==> src/rtl/mips_datapath_alu_muldiv_seq_if.sv <==
// Signal bundle for the iterative multiply/divide unit.
// Carries the unit's clock and reset together with the issue side
// (start, op, data1, data2, flush, readHiLo) and the result side
// (hi, lo, busy, done, stall).
//   master : pipeline/issue side
//   slave  : the multiply/divide unit
interface mips_datapath_alu_muldiv_seq_if #(
  parameter int unsigned DATA_W = 32
) (
  input logic clk,
  input logic rst
);
  logic              start;
  logic [2:0]        op;
  logic [DATA_W-1:0] data1;
  logic [DATA_W-1:0] data2;
  logic              flush;
  logic              readHiLo;
  logic [DATA_W-1:0] hi;
  logic [DATA_W-1:0] lo;
  logic              busy;
  logic              done;
  logic              stall;

  modport master (
    input  clk, rst, hi, lo, busy, done, stall,
    output start, op, data1, data2, flush, readHiLo
  );

  modport slave (
    input  clk, rst, start, op, data1, data2, flush, readHiLo,
    output hi, lo, busy, done, stall
  );
endinterface

==> src/rtl/mips_datapath_alu_muldiv_seq.sv <==
// Iterative MIPS HI/LO unit: MULT/MULTU (shift-add) and DIV/DIVU
// (restoring shift-subtract), one bit per cycle, plus MTHI/MTLO.
// Operands are latched as magnitudes; signs are reapplied in FIX.
// Ports (through ctrl):
//   clk, rst          clock (rising edge), async active-high reset
//   start, op         issue request and opcode (0..5, 6/7 no-op)
//   data1, data2      operands
//   flush             squash the in-flight operation
//   readHiLo          decode wants HI/LO (drives stall while busy)
//   hi, lo            architectural HI/LO
//   busy, done, stall status; done pulses one cycle after commit
module mips_datapath_alu_muldiv_seq #(
  parameter int unsigned DATA_W = 32
) (
  mips_datapath_alu_muldiv_seq_if.slave ctrl
);
  localparam int unsigned CNT_W = $clog2(DATA_W) + 1;

  typedef enum logic [1:0] {IDLE, RUN, FIX} state_t;

  state_t              state_q, state_d;
  logic [CNT_W-1:0]    cnt_q, cnt_d;
  logic [DATA_W-1:0]   a_q, a_d;     // multiplicand / divisor magnitude
  logic [DATA_W-1:0]   b_q, b_d;     // multiplier / dividend -> low product / quotient
  logic [DATA_W-1:0]   acc_q, acc_d; // high partial product / remainder
  logic                is_div_q, is_div_d;
  logic                neg_q_q, neg_q_d; // negate product or quotient
  logic                neg_r_q, neg_r_d; // negate remainder
  logic                div0_q, div0_d;
  logic [DATA_W-1:0]   hi_q, hi_d, lo_q, lo_d;
  logic                done_q, done_d;

  logic                signed_op, sign1, sign2;
  logic [DATA_W-1:0]   abs1, abs2;
  logic [DATA_W:0]     mul_sum, div_shift, div_diff;
  logic [2*DATA_W-1:0] prod, prod_fix;

  always_comb begin
    signed_op = (ctrl.op == 3'd0) || (ctrl.op == 3'd2);
    sign1     = signed_op & ctrl.data1[DATA_W-1];
    sign2     = signed_op & ctrl.data2[DATA_W-1];
    abs1      = sign1 ? -ctrl.data1 : ctrl.data1;
    abs2      = sign2 ? -ctrl.data2 : ctrl.data2;

    mul_sum   = {1'b0, acc_q} + {1'b0, (b_q[0] ? a_q : '0)};
    div_shift = {acc_q, b_q[DATA_W-1]};
    div_diff  = div_shift - {1'b0, a_q};
    prod      = {acc_q, b_q};
    prod_fix  = neg_q_q ? -prod : prod;

    state_d  = state_q;
    cnt_d    = cnt_q;
    a_d      = a_q;
    b_d      = b_q;
    acc_d    = acc_q;
    is_div_d = is_div_q;
    neg_q_d  = neg_q_q;
    neg_r_d  = neg_r_q;
    div0_d   = div0_q;
    hi_d     = hi_q;
    lo_d     = lo_q;
    done_d   = 1'b0;

    unique case (state_q)
      IDLE: begin
        if (ctrl.start && !ctrl.flush) begin
          unique case (ctrl.op)
            3'd0, 3'd1, 3'd2, 3'd3: begin
              is_div_d = ctrl.op[1];
              a_d      = ctrl.op[1] ? abs2 : abs1;
              b_d      = ctrl.op[1] ? abs1 : abs2;
              acc_d    = '0;
              cnt_d    = '0;
              neg_q_d  = sign1 ^ sign2;
              neg_r_d  = sign1;
              div0_d   = (ctrl.data2 == '0);
              state_d  = RUN;
            end
            3'd4:    hi_d = ctrl.data1;
            3'd5:    lo_d = ctrl.data1;
            default: ;
          endcase
        end
      end
      RUN: begin
        if (ctrl.flush) begin
          state_d = IDLE;
        end else begin
          if (is_div_q) begin
            // Restoring step: keep the subtraction only if it did not borrow.
            if (div_shift >= {1'b0, a_q}) begin
              acc_d = div_diff[DATA_W-1:0];
              b_d   = {b_q[DATA_W-2:0], 1'b1};
            end else begin
              acc_d = div_shift[DATA_W-1:0];
              b_d   = {b_q[DATA_W-2:0], 1'b0};
            end
          end else begin
            // Carry of the add shifts into acc; product LSBs shift into b.
            acc_d = mul_sum[DATA_W:1];
            b_d   = {mul_sum[0], b_q[DATA_W-1:1]};
          end
          cnt_d = cnt_q + CNT_W'(1);
          if (cnt_q == CNT_W'(DATA_W - 1)) state_d = FIX;
        end
      end
      FIX: begin
        state_d = IDLE;
        if (!ctrl.flush) begin
          done_d = 1'b1;
          if (is_div_q) begin
            // Zero divisor yields all-ones quotient regardless of sign.
            lo_d = div0_q ? '1 : (neg_q_q ? -b_q : b_q);
            hi_d = neg_r_q ? -acc_q : acc_q;
          end else begin
            hi_d = prod_fix[2*DATA_W-1:DATA_W];
            lo_d = prod_fix[DATA_W-1:0];
          end
        end
      end
      default: state_d = IDLE;
    endcase
  end

  always_ff @(posedge ctrl.clk or posedge ctrl.rst) begin
    if (ctrl.rst) begin
      state_q  <= IDLE;
      cnt_q    <= '0;
      a_q      <= '0;
      b_q      <= '0;
      acc_q    <= '0;
      is_div_q <= 1'b0;
      neg_q_q  <= 1'b0;
      neg_r_q  <= 1'b0;
      div0_q   <= 1'b0;
      hi_q     <= '0;
      lo_q     <= '0;
      done_q   <= 1'b0;
    end else begin
      state_q  <= state_d;
      cnt_q    <= cnt_d;
      a_q      <= a_d;
      b_q      <= b_d;
      acc_q    <= acc_d;
      is_div_q <= is_div_d;
      neg_q_q  <= neg_q_d;
      neg_r_q  <= neg_r_d;
      div0_q   <= div0_d;
      hi_q     <= hi_d;
      lo_q     <= lo_d;
      done_q   <= done_d;
    end
  end

  assign ctrl.hi    = hi_q;
  assign ctrl.lo    = lo_q;
  assign ctrl.busy  = (state_q != IDLE);
  assign ctrl.done  = done_q;
  assign ctrl.stall = (state_q != IDLE) & (ctrl.readHiLo | ctrl.start);
endmodule

==> src/flat_wrapper.sv <==
// flat-port wrapper written by rule: the top's interface ports become plain ports
module mips_datapath_alu_muldiv_seq_flat 
#(
  parameter int unsigned DATA_W = 32
)
  (clk, rst, ctrl_start, ctrl_op, ctrl_data1, ctrl_data2, ctrl_flush, ctrl_readHiLo, ctrl_hi, ctrl_lo, ctrl_busy, ctrl_done, ctrl_stall);
  mips_datapath_alu_muldiv_seq_if #(.DATA_W(DATA_W)) ctrl_i (.clk(clk), .rst(rst));
  input wire logic clk;
  input wire logic rst;
  input wire logic [$bits(ctrl_i.start)-1:0] ctrl_start;
  input wire logic [$bits(ctrl_i.op)-1:0] ctrl_op;
  input wire logic [$bits(ctrl_i.data1)-1:0] ctrl_data1;
  input wire logic [$bits(ctrl_i.data2)-1:0] ctrl_data2;
  input wire logic [$bits(ctrl_i.flush)-1:0] ctrl_flush;
  input wire logic [$bits(ctrl_i.readHiLo)-1:0] ctrl_readHiLo;
  output wire logic [$bits(ctrl_i.hi)-1:0] ctrl_hi;
  output wire logic [$bits(ctrl_i.lo)-1:0] ctrl_lo;
  output wire logic [$bits(ctrl_i.busy)-1:0] ctrl_busy;
  output wire logic [$bits(ctrl_i.done)-1:0] ctrl_done;
  output wire logic [$bits(ctrl_i.stall)-1:0] ctrl_stall;
  assign ctrl_i.start = ctrl_start;
  assign ctrl_i.op = ctrl_op;
  assign ctrl_i.data1 = ctrl_data1;
  assign ctrl_i.data2 = ctrl_data2;
  assign ctrl_i.flush = ctrl_flush;
  assign ctrl_i.readHiLo = ctrl_readHiLo;
  assign ctrl_hi = ctrl_i.hi;
  assign ctrl_lo = ctrl_i.lo;
  assign ctrl_busy = ctrl_i.busy;
  assign ctrl_done = ctrl_i.done;
  assign ctrl_stall = ctrl_i.stall;
  mips_datapath_alu_muldiv_seq #(.DATA_W(DATA_W)) u_core (.ctrl(ctrl_i));
endmodule
==> config.mk <==
export PLATFORM = sky130hd
export DESIGN_NAME = mips_datapath_alu_muldiv_seq_flat
export DESIGN_NICKNAME = d
export VERILOG_FILES = /design/src/rtl/mips_datapath_alu_muldiv_seq_if.sv /design/src/rtl/mips_datapath_alu_muldiv_seq.sv /design/src/flat_wrapper.sv
export SDC_FILE = /design/constraint.sdc
export NUM_CORES = 1
export LEC_CHECK = 0
export ABC_CLOCK_PERIOD_IN_PS = 5150
export CAP_MARGIN = 10
export CORE_UTILIZATION = 35
export CTS_CLUSTER_SIZE = 16
export DETAILED_ROUTE_END_ITERATION = 12
export PLACE_DENSITY = 0.62
export SLEW_MARGIN = 25
export SYNTH_ARGS = -nofsm -noshare
export SYNTH_HDL_FRONTEND = slang
export SYNTH_SLANG_ARGS = --single-unit
==> constraint.sdc <==
create_clock -name clk -period 5.15 [get_ports clk]
set_input_delay 0.7725 -clock clk [delete_from_list [all_inputs] [get_ports clk]]
set_output_delay 0.7725 -clock clk [all_outputs]
set_load 0.02 [all_outputs]
==> summary.md <==
| Metric | Value |
|---|---|
| Clk root buf | `clkbuf_16` |
| Syn Inst Count | `1,972` |
| Largest net degree at the start of global routing | `76` |
| Num rows | `75` |
| Drt drc | `0` |
| Post-DP HPWL | `44.1 mm` |
| I/O Buffers | `138` |
| P per Cell Area | `498 nW/µm²` |
| CP Cell Sequence | `or4_1 > or4_4 > nor4_1 > nand2_1 > o21ai_0 > nand2_1 > or3_1 > nand3_1 > nand3_1` |
| WP data required | `5470 ps` |
| Initial Util | `35.6%` |
| Startpoint types | `register` |
| Worst hold slack | `482 ps` |
| Critical-path top delay cell | `or4_1` |
| H-Tree Depth | `4` |
| Mapped Nets | `2,115` |
| Clock Sinks | `173` |
| I/O Pins | `139` |
| Post-synth top area cell | `dfrtp_1` |
| Crit Path Class | `register to register` |
| Final nets | `2,184` |
| Synthesized area | `15,000 µm²` |
| Primary FF master, synth | `dfrtp_1` |
| Tot GR Track Use | `25.7%` |
| First-pass GRT wire length | `86.3 mm` |
| Ranking of synthesized cells by area | `dfrtp_1 (29%), a21oi_1 (7.2%), o21ai_0 (6.7%)` |
| Worst vdd ir | `246 µV` |
| CTS Buf Count | `17` |
| Routed vias/inst | `5.94` |
| Critical Path End Type | `register` |
| Maxcap violations | `0` |
| Via count | `15.4k` |
| Async set or reset register ratio after synthesis | `100%` |
| Critical path data arrival time | `4380 ps` |
| Antenna Nets Post-Route | `0` |
| Fin crit share | `78.8%` |
| RSZ-0062 raised after global routing | `false` |
| Status | `finished clean` |
| Worst Path Max Fanout | `8` |
| Worst Path Buf+Inv | `0` |
| Initial drt markers | `1,560` |
| DR pass1 iterations | `7` |
| Number of hold violations in the final report | `0` |
| Setup Viol. Count Final | `0` |
| P&R area growth vs syn | `16.2%` |
| Reg-to-reg startpoint | `u_core.b_q[15]` |
| Max-slew violations | `0` |
| Hold buffer count at CTS | `0` |
| Resize count post-CTS | `0` |
| Chip width | `209 µm` |
| Min-Delay Path Class | `register to register` |
| Launch point of the critical path | `u_core.b_q[15]` |
| Commonest cells in the netlist | `nor2_1 (233), a21oi_1 (214), nand2_1 (208)` |
| Fin crit period | `4060 ps` |
| Total grt overflow | `0` |
| Worst path max stage delay | `660 ps` |
| Core area | `42,000 µm²` |
| Layout fillers | `4,292` |
| Worst Tran Pin Value | `971 ps` |
| Drt wl/cell | `22.0 µm` |
| Antenna fix cells | `0` |
| #FFs+latches synth | `173` |
| Leakage | `0.00727 µW` |
| Worst Skew | `12.1 ps` |
| Full die area | `43,600 µm²` |
| Top-area cell type share of the netlist area | `28.9%` |
| Die Y | `209 µm` |
| Synth cell types | `79` |
| Most numerous cell in the Yosys netlist | `nor2_1` |
| Total Wirelength | `57.1 mm` |
| Syn avg cell area | `7.59 µm²` |
| Clock Latency Late Sink | `440 ps` |
| Slew Limit Headroom | `34.7%` |
| HP Start | `u_core.ctrl.hi[0]` |
| Clock-pin slew on the worst setup and hold paths | `70 ps` |
| Max Root-Sink Buffers | `2` |
| Synth warn | `0` |
| Highest clock rate | `0.246 GHz` |
| Postcts setup bufs | `0` |
| Layout cells sized above 1 | `4.63%` |
| Multi-input logic area | `9930 µm²` |
| Final setup TNS | `0 ps` |
| Cell family with most CP delay | `simple AND/OR/NAND/NOR gates` |
| Storage cell area | `4330 µm²` |
| Sequential cell area fraction in the yosys report | `28.9%` |
| EDFF count, synth | `0` |
| Initial antenna violation count | `0` |
| Vias in the first global route | `14.3k` |
| Gpl congestion | `0.966` |
| CTS tree | `yes` |
[worst reg2reg max path, delay by kind of cell, from the launching register on]
kind	cells	cell delay (ps)
simple gates	8	2840
flops	1	560
compound gates	1	530
[placed cells by master (no fill, tap or decap), types with 34 or more instances in the layout]
| master | count |
|---|---|
| nand2_1 | 206 |
| clkdlybuf4s50_1 | 137 |
| inv_1 | 67 |
| o31ai_1 | 34 |
| a21oi_1 | 214 |
| nor3_1 | 49 |
| mux2i_1 | 42 |
| xnor2_1 | 98 |
| ha_1 | 69 |
| xor2_1 | 65 |
| o21ai_0 | 200 |
| dfrtp_1 | 172 |
| nand3_1 | 37 |
| nor2_1 | 231 |
[through the flow]
step | total power (µW) | util (%) | setup slack (ps) | std cells | instance area [µm²]
CTS | 8580 | 41.3 | 1230 | 2593 | 17400
finish | 8660 | 41.4 | 1090 | 2593 | 17400
global route | 9240 | 41.4 | 958 | 2593 | 17400
global placement | 7130 | 39.9 | 1240 | 2561 | 16800
detailed placement | 7170 | 39.9 | 1210 | 2561 | 16800
floorplan | 5650 | - | 1780 | 1972 | 15000
[state kept, by name, indices dropped and copies added, names as in the netlist]
register,cells
u_core.acc_q,32
u_core.neg_q_q,1
u_core.ctrl.hi,32
u_core.ctrl.done,1
u_core.div0_q,1
u_core.neg_r_q,1
u_core.is_div_q,1
u_core.cnt_q,6
u_core.ctrl.lo,32
u_core.a_q,32
u_core.state_q,2
u_core.b_q,32
[worst paths after layout]
check	end	slack [ps]	cells past startpoint
setup / recovery	u_core.ctrl.hi[19]	1090	9
hold / removal	u_core.ctrl.hi[0]	480	2
setup reg to reg	u_core.ctrl.hi[19]	1090	9
hold reg to reg	u_core.ctrl.hi[0]	480	2
max in group asynchronous	u_core.is_div_q	3400	3
min in group asynchronous	u_core.ctrl.lo[7]	640	2
[routing by layer]
metal | global-route usage [%] | share of wire (%) | vias up
li1 | - | - | 7214
met5 | 0 | 0 | -
met2 | 38.6 | 43 | 676
met4 | 8.95 | 2.9 | 0
met3 | 4.69 | 8.2 | 76
met1 | 36.8 | 45 | 7447
[report_power, final]
part           switching (µW)  internal, µW  total, µW
Combinational            2850          2020       4860
Clock                     659           736       1390
Sequential                693          1710       2400
[area by class of cell]
cell class | instances | area share [%]
Clock inverter | 15 | 0.993
Clock buffer | 17 | 2.45
Timing Repair Buffer | 166 | 9.21
Multi-Input combinational cell | 1615 | 57.1
Inverter | 68 | 1.49
Tap cell | 539 | 3.88
Sequential cell | 173 | 24.9
[cell families (layout without fill, tap and decap cells)]
| family | after synthesis | in the layout | share of synthesized area (%) |
|---|---|---|---|
| flip-flops | 173 | 173 | 28.9 |
| AO/OA/AOI/OAI | 671 | 671 | 27.0 |
| adder cells (fa/ha/maj) | 71 | 71 | 6.04 |
| XOR/XNOR | 163 | 163 | 9.54 |
| buffers and inverters | 184 | 266 | 5.05 |
| AND/OR/NAND/NOR | 663 | 663 | 20.3 |
| multiplexers | 47 | 47 | 3.19 |
No activity file was read; power rests on OpenSTA's default activity.
